<file path="src/rtl/fetch_ctrl_pkg.sv">
// Shared types and constants for the RV32 fetch-stage sequencer.
// Optional misalignment checking is compiled in with FETCH_MISALIGN_CHECK_EN.
package fetch_pkg;

  typedef enum logic [1:0] {
    ST_BOOT  = 2'd0,
    ST_REQ   = 2'd1,
    ST_RESP  = 2'd2,
    ST_DRAIN = 2'd3
  } fetch_state_t;

  localparam logic [31:0] DEFAULT_RESET_VECT = 32'h0000_0000;
  localparam int unsigned INSTR_W            = 32;

  function automatic logic is_misaligned(input logic [31:0] addr);
    return |addr[1:0];
  endfunction

endpackage

</file>
<file path="src/rtl/fetch_ctrl_if.sv">
// Bus bundle between the fetch sequencer and its PC register, instruction
// memory, redirect sources and decode. master = fetch_ctrl side.
interface fetch_ctrl_if;
  import fetch_pkg::*;

  logic [31:0]        pc;
  logic               trap_req;
  logic [31:0]        trap_vect;
  logic               br_req;
  logic [31:0]        br_target;
  logic               hz_stall;
  logic               imem_req;
  logic [31:0]        imem_addr;
  logic               imem_gnt;
  logic               imem_rvalid;
  logic [INSTR_W-1:0] imem_rdata;
  logic               pc_stall;
  logic               pc_sel;
  logic [31:0]        pc_vect;
  logic               if_valid;
  logic [INSTR_W-1:0] if_instr;
  logic [31:0]        if_pc;
  logic               flush;
  logic               misalign_err;

  modport master (
    input  pc, trap_req, trap_vect, br_req, br_target, hz_stall,
           imem_gnt, imem_rvalid, imem_rdata,
    output imem_req, imem_addr, pc_stall, pc_sel, pc_vect,
           if_valid, if_instr, if_pc, flush, misalign_err
  );

  modport slave (
    output pc, trap_req, trap_vect, br_req, br_target, hz_stall,
           imem_gnt, imem_rvalid, imem_rdata,
    input  imem_req, imem_addr, pc_stall, pc_sel, pc_vect,
           if_valid, if_instr, if_pc, flush, misalign_err
  );

endinterface

</file>
<file path="src/rtl/fetch_ctrl_redirect_arb.sv">
// Trap-over-branch redirect select; with FETCH_MISALIGN_CHECK_EN defined it
// also flags targets that are not word aligned.
module redirect_arb
  import fetch_pkg::*;
(
  input  logic        trap_req,
  input  logic [31:0] trap_vect,
  input  logic        br_req,
  input  logic [31:0] br_target,
  output logic        redir_valid,
  output logic [31:0] redir_target,
  output logic        redir_err
);

  always_comb begin
    redir_valid  = trap_req | br_req;
    redir_target = trap_req ? trap_vect : br_target;
`ifdef FETCH_MISALIGN_CHECK_EN
    redir_err    = redir_valid & is_misaligned(redir_target);
`else
    redir_err    = 1'b0;
`endif
  end

endmodule

</file>
<file path="src/rtl/fetch_ctrl.sv">
// RV32 fetch sequencer: PC register control, single-outstanding imem port,
// redirect/flush handling and one-entry output register (macro: FETCH_MISALIGN_CHECK_EN).
module fetch_ctrl
  import fetch_pkg::*;
#(
  parameter logic [31:0] RESET_VECT = DEFAULT_RESET_VECT
) (
  input  logic         clk,
  input  logic         reset_n,
  fetch_ctrl_if.master bus
);

  fetch_state_t       r_state;
  fetch_state_t       w_state_next;
  logic               r_if_valid;
  logic [INSTR_W-1:0] r_if_instr;
  logic [31:0]        r_if_pc;

  logic               w_redir_valid;
  logic [31:0]        w_redir_target;
  logic               w_redir_err;
  logic               w_redirect;
  logic               w_load;
  logic               w_imem_req;
  logic [31:0]        w_imem_addr;
  logic               w_pc_stall;
  logic               w_pc_sel;
  logic [31:0]        w_pc_vect;
  logic               w_flush;
  logic               w_misalign_err;

  redirect_arb u_redirect_arb (
    .trap_req     (bus.trap_req),
    .trap_vect    (bus.trap_vect),
    .br_req       (bus.br_req),
    .br_target    (bus.br_target),
    .redir_valid  (w_redir_valid),
    .redir_target (w_redir_target),
    .redir_err    (w_redir_err)
  );

  assign w_redirect = w_redir_valid & (r_state != ST_BOOT);

  always_ff @(posedge clk or negedge reset_n) begin
    if (!reset_n) begin
      r_state <= ST_BOOT;
    end else begin
      r_state <= w_state_next;
    end
  end

  always_comb begin
    w_state_next   = r_state;
    w_load         = 1'b0;
    w_imem_req     = 1'b0;
    w_imem_addr    = 32'h0;
    w_pc_stall     = 1'b1;
    w_pc_sel       = 1'b0;
    w_pc_vect      = 32'h0;
    w_flush        = 1'b0;
    w_misalign_err = 1'b0;

    case (r_state)
      ST_BOOT: begin
        // Outputs keep their reset values while reset is still asserted.
        if (reset_n) begin
          w_pc_sel     = 1'b1;
          w_pc_vect    = RESET_VECT;
          w_pc_stall   = 1'b0;
          w_state_next = ST_REQ;
        end
      end
      ST_REQ: begin
        w_imem_req  = ~(r_if_valid & bus.hz_stall);
        w_imem_addr = bus.pc;
        if (w_imem_req && bus.imem_gnt) begin
          w_state_next = ST_RESP;
        end
      end
      ST_RESP: begin
        if (bus.imem_rvalid) begin
          w_load       = 1'b1;
          w_pc_stall   = 1'b0;
          w_state_next = ST_REQ;
        end
      end
      ST_DRAIN: begin
        if (bus.imem_rvalid) begin
          w_state_next = ST_REQ;
        end
      end
      default: w_state_next = ST_BOOT;
    endcase

    if (w_redirect) begin
      w_flush    = 1'b1;
      w_imem_req = 1'b0;
      w_load     = 1'b0;
      if (w_redir_err) begin
        w_pc_stall     = 1'b1;
        w_pc_sel       = 1'b0;
        w_misalign_err = 1'b1;
      end else begin
        w_pc_stall = 1'b0;
        w_pc_sel   = 1'b1;
        w_pc_vect  = w_redir_target;
      end
      // A response still in flight must be swallowed before refetching.
      if ((r_state == ST_RESP || r_state == ST_DRAIN) && !bus.imem_rvalid) begin
        w_state_next = ST_DRAIN;
      end else begin
        w_state_next = ST_REQ;
      end
    end
  end

  always_ff @(posedge clk or negedge reset_n) begin
    if (!reset_n) begin
      r_if_valid <= 1'b0;
      r_if_instr <= '0;
      r_if_pc    <= 32'h0;
    end else if (w_redirect) begin
      r_if_valid <= 1'b0;
    end else if (w_load) begin
      r_if_valid <= 1'b1;
      r_if_instr <= bus.imem_rdata;
      r_if_pc    <= bus.pc;
    end else if (r_if_valid && !bus.hz_stall) begin
      r_if_valid <= 1'b0;
    end
  end

  assign bus.imem_req     = w_imem_req;
  assign bus.imem_addr    = w_imem_addr;
  assign bus.pc_stall     = w_pc_stall;
  assign bus.pc_sel       = w_pc_sel;
  assign bus.pc_vect      = w_pc_vect;
  assign bus.flush        = w_flush;
  assign bus.misalign_err = w_misalign_err;
  assign bus.if_valid     = r_if_valid;
  assign bus.if_instr     = r_if_instr;
  assign bus.if_pc        = r_if_pc;

endmodule

</file>
<file path="src/flat_wrapper.sv">
// flat-port wrapper written by rule: the top's interface ports become plain ports
module fetch_ctrl_flat import fetch_pkg::*;
#(
  parameter logic [31:0] RESET_VECT = DEFAULT_RESET_VECT
)
  (clk, reset_n, bus_pc, bus_trap_req, bus_trap_vect, bus_br_req, bus_br_target, bus_hz_stall, bus_imem_gnt, bus_imem_rvalid, bus_imem_rdata, bus_imem_req, bus_imem_addr, bus_pc_stall, bus_pc_sel, bus_pc_vect, bus_if_valid, bus_if_instr, bus_if_pc, bus_flush, bus_misalign_err);
  fetch_ctrl_if bus_i ();
  input  logic clk;
  input  logic reset_n;
  input wire logic [$bits(bus_i.pc)-1:0] bus_pc;
  input wire logic [$bits(bus_i.trap_req)-1:0] bus_trap_req;
  input wire logic [$bits(bus_i.trap_vect)-1:0] bus_trap_vect;
  input wire logic [$bits(bus_i.br_req)-1:0] bus_br_req;
  input wire logic [$bits(bus_i.br_target)-1:0] bus_br_target;
  input wire logic [$bits(bus_i.hz_stall)-1:0] bus_hz_stall;
  input wire logic [$bits(bus_i.imem_gnt)-1:0] bus_imem_gnt;
  input wire logic [$bits(bus_i.imem_rvalid)-1:0] bus_imem_rvalid;
  input wire logic [$bits(bus_i.imem_rdata)-1:0] bus_imem_rdata;
  output wire logic [$bits(bus_i.imem_req)-1:0] bus_imem_req;
  output wire logic [$bits(bus_i.imem_addr)-1:0] bus_imem_addr;
  output wire logic [$bits(bus_i.pc_stall)-1:0] bus_pc_stall;
  output wire logic [$bits(bus_i.pc_sel)-1:0] bus_pc_sel;
  output wire logic [$bits(bus_i.pc_vect)-1:0] bus_pc_vect;
  output wire logic [$bits(bus_i.if_valid)-1:0] bus_if_valid;
  output wire logic [$bits(bus_i.if_instr)-1:0] bus_if_instr;
  output wire logic [$bits(bus_i.if_pc)-1:0] bus_if_pc;
  output wire logic [$bits(bus_i.flush)-1:0] bus_flush;
  output wire logic [$bits(bus_i.misalign_err)-1:0] bus_misalign_err;
  assign bus_i.pc = bus_pc;
  assign bus_i.trap_req = bus_trap_req;
  assign bus_i.trap_vect = bus_trap_vect;
  assign bus_i.br_req = bus_br_req;
  assign bus_i.br_target = bus_br_target;
  assign bus_i.hz_stall = bus_hz_stall;
  assign bus_i.imem_gnt = bus_imem_gnt;
  assign bus_i.imem_rvalid = bus_imem_rvalid;
  assign bus_i.imem_rdata = bus_imem_rdata;
  assign bus_imem_req = bus_i.imem_req;
  assign bus_imem_addr = bus_i.imem_addr;
  assign bus_pc_stall = bus_i.pc_stall;
  assign bus_pc_sel = bus_i.pc_sel;
  assign bus_pc_vect = bus_i.pc_vect;
  assign bus_if_valid = bus_i.if_valid;
  assign bus_if_instr = bus_i.if_instr;
  assign bus_if_pc = bus_i.if_pc;
  assign bus_flush = bus_i.flush;
  assign bus_misalign_err = bus_i.misalign_err;
  fetch_ctrl #(.RESET_VECT(RESET_VECT)) u_core (.clk(clk), .reset_n(reset_n), .bus(bus_i));
endmodule
</file>
<file path="config.mk">
export PLATFORM = sky130hd
export DESIGN_NAME = fetch_ctrl_flat
export DESIGN_NICKNAME = d
export VERILOG_FILES = /design/src/rtl/fetch_ctrl_pkg.sv /design/src/rtl/fetch_ctrl_if.sv /design/src/rtl/fetch_ctrl_redirect_arb.sv /design/src/rtl/fetch_ctrl.sv /design/src/flat_wrapper.sv
export SDC_FILE = /design/constraint.sdc
export NUM_CORES = 1
export LEC_CHECK = 0
export ABC_AREA = 0
export CORE_ASPECT_RATIO = 1.1
export CORE_UTILIZATION = 28
export DETAILED_ROUTE_END_ITERATION = 8
export PLACE_DENSITY = 0.7
export SYNTH_ARGS = -nofsm -noshare
export SYNTH_HDL_FRONTEND = slang
export SYNTH_SLANG_ARGS = --single-unit
</file>
<file path="constraint.sdc">
create_clock -name clk -period 2.47 [get_ports clk]
set_clock_uncertainty 0.2 [all_clocks]
set_input_delay 0.741 -clock clk [delete_from_list [all_inputs] [get_ports clk]]
set_output_delay 0.741 -clock clk [all_outputs]
set_load 0.01 [all_outputs]
</file>
==> flow_metrics.tcl <==
set metrics [dict create \
    dr.pass1.iters 4 \
    rsz0062_at_grt "true" \
    final.min_clock_period_ns 2.513 \
    via_per_inst 4.387 \
    finalWirelength_mm 11.70 \
    status "complete, but fails checks" \
    io_buffers 267 \
    fp.dieH_um 118.2 \
    ys_seq_area_share_pct 48.82 \
    timing.hold.ws_ns 0.2563 \
    fin_crit_sh_pct 101.7 \
    ctsHtreeMaxLevel 3 \
    yosys_warnings 0 \
    seqPwrFrac_pct 34.4 \
    cp_slowest_cell "buf_6" \
    antenna_found_initial 4 \
    final_antenna_net_count 0 \
    insertion_delay_ns 0.32 \
    path_clk_slew_ns 0.06 \
    path_cells "buf_8 -> buf_12 -> o22ai_4 -> buf_6 -> buf_8 -> nor2_1 -> buf_2" \
    syn-cell-area_um2 3435 \
    start_kind "input pin" \
    grt_use_met1_pct 19.43 \
    root_buffer "clkbuf_16" \
    grt_use_met3_pct 5.461 \
    r2r-end "u_core.bus.if_instr[24]" \
    finalWorstSetupSlack_ns -0.04262 \
    grt_busiest_layer "met2" \
    critPathBufInv 5 \
    cts_tree "yes" \
    path_common_cell "buf_8" \
    worstMarginPinSlew_ns 0.6309 \
    initial_core_util_pct 28.67 \
    dpl_cell_area_um2 6584 \
    core_um2 11980 \
    clk_path_buf_depth 2 \
    pre_cts_slack_ns -0.6896 \
    rrSetupSlack_ns 0.53 \
    drc_errors 0 \
    cp-startpoint "bus_trap_req" \
    finalPower_mw 3.704 \
    clock_sinks 67 \
    fin_setup_tns_ns -0.6878 \
    gp_congestion 0.7225 \
    fmax_ghz 0.3980 \
    grt_use_met2_pct 34.66 \
    rows 42 \
    hold_viol_final 0 \
    cap_violations 0 \
    globalRoute.totalOverflow 0 \
    rr_startpoint "u_core.r_state[0]" \
    intPower_mw 2.711 \
    ir_drop_mv 0.2704 \
    max_stage_delay_ns 0.16 \
    die_area_um2 12710 \
    worst-setup-path-type "input pin to output pin" \
    final_nets 720 \
    arrival_ns 1.57 \
    num_vias 3268 \
    relSlewSlack_pct 57.94 \
    grt_usage_pct 18.42 \
    cp-end-kind "output pin" \
    grt_pass1_wl_mm 17.88 \
    p_sw_share_pct 26.81 \
    p_clk_share_pct 32.6 \
    r2r_cells 5 \
    ios 269 \
    p_per_area_nw_per_um2 536.5 \
    grt_max_degree 51 \
    netlist-cell-type-count 26 \
    critPathTopFamily "buffers and inverters" \
    dp_hpwl_mm 8.776 \
    final_max_slew_viol_count 0 \
    wl_per_cell_um 15.70 \
    hp-class "input pin to asynchronous set/reset pin" \
    die_x_um 107.6 \
    power_leakage_nw 3.327 \
    pwr-share-comb_pct 33.0 \
    postSynthAreaPerCell_um2 12.91 \
    grt_pass1_vias 3439 \
    p_sw_uw 993.1 \
    critPathRequiredTime_ns 1.53 \
    stdcell_area_um2 6904 \
    drive_gt1_share_pct 40.51 \
    crit_path_max_fanout 8 \
    syn_nets 401 \
    violations "negative setup slack" \
    drtIter0Drc 65 \
    syn_inst 266 \
    finalSetupViolations 25 \
    area_delta_synth_final_pct 101.0 \
    numCtsBuffers 9 \
    ys_seq_elements 67 \
]
-- routing by layer --
layer | up-vias | part of all wire, % | routed length [um]
met5 | - | 0.085 | 10
met4 | 2 | 1.8 | 211
met3 | 17 | 9.5 | 1115
met2 | 176 | 53 | 6232
met1 | 1526 | 35 | 4127
li1 | 1547 | - | -
-- through the flow --
| step | cells | util [%] |
|---|---|---|
| after floorplan | 266 | - |
| after global placement | 712 | 54.95 |
| after detailed placement | 712 | 54.95 |
| after CTS | 743 | 57.56 |
| after global routing | 744 | 57.60 |
| final | 745 | 57.62 |
-- cells in the mapped netlist, drive strengths merged --
cell	n	share of area [%]
nor2b	2	0.36
inv	2	0.22
o21ai	1	0.15
mux2i	33	9.6
nand4	1	0.18
o31ai	1	0.22
dfrtp	67	49
nand2	1	0.11
nand2b	1	0.18
mux2	64	24
conb	1	0.11
o21a	1	0.22
a21oi	2	0.29
buf	12	3.4
clkbuf	6	0.66
and3	1	0.18
nor2	35	4.3
nand4b	1	0.44
and2	32	5.8
o22ai	1	0.18
and4b	1	0.29
-- what timing repair did --
item	in CTS	in global routing
cloned	4	2
pin swaps	18	8
setup buffers	11	3
hold buffers	0	0
resized for setup	315	27
endpoints found under the setup margin	68	40
-- sequential cells by signal, summed over array words and instances, names as in the netlist --
register and cells:
u_core.bus.if_instr 32, u_core.bus.if_pc 32, u_core.bus.if_valid 1, u_core.r_state 2
-- kinds of logic (layout without fill, tap and decap cells) --
kind of cell           after synthesis  count (layout)  share of synthesized area (%)
AO/OA/AOI/OAI                        6               6                          1.057
other                                1               2                         0.1092
multiplexers                        97              97                          33.88
buffers and inverters               20             344                          4.262
AND/OR/NAND/NOR                     75              75                          11.88
flip-flops                          67              67                          48.82
-- area by class of cell --
type / count / area, um^2
well taps: 154 / 192.7
diodes: 1 / 2.502
flip-flops and latches: 67 / 1679
clock buffers: 11 / 252.7
clock inverters: 5 / 37.54
inverters: 2 / 10.01
multi-input cells: 179 / 1745
repair buffers: 326 / 2984
fillers: 1009 / 5077
-- cell usage in the layout (no fill, tap or decap), drive strengths merged --
| cell type | n |
|---|---|
| clkdlybuf4s50 | 183 |
| buf | 126 |
| dfrtp | 67 |
| mux2 | 64 |
| nor2 | 35 |
| mux2i | 33 |
| and2 | 32 |
| clkbuf | 14 |
| dlygate4sd2 | 9 |
| dlymetal6s2s | 4 |
| clkinv | 3 |
| a21oi | 2 |
| clkinvlp | 2 |
| inv | 2 |
| nor2b | 2 |
| diode | 1 |
| o22ai | 1 |
| o21ai | 1 |
| o31ai | 1 |
| nand2 | 1 |
| and3 | 1 |
| and4b | 1 |
| nand4 | 1 |
| o21a | 1 |
| nand4b | 1 |
| nand2b | 1 |
| conb | 1 |
| clkdlybuf4s15 | 1 |
-- power groups by stage --
stage | registers (mW) | clock network, mW | logic [mW]
2_1_floorplan | 1.34 | 0 | 0.356
3_3_place_gp | 1.28 | 0 | 1.22
3_5_place_dp | 1.29 | 0 | 1.24
4_1_cts | 1.27 | 1.25 | 1.25
5_1_grt | 1.29 | 1.31 | 1.30
6_report | 1.27 | 1.21 | 1.22
-- worst max-delay path by stage --
stage,endpoint,slack (ns),depth (start not counted)
finish,bus_pc_vect[5],-0.04,7
global route,bus_pc_vect[21],-0.08,7
CTS,bus_pc_vect[11],-0.14,8
detailed placement,bus_pc_stall,-0.69,6
global placement,bus_pc_stall,-0.70,6
floorplan,bus_pc_vect[0],-0.06,4
(Power assumes the default switching activity.)
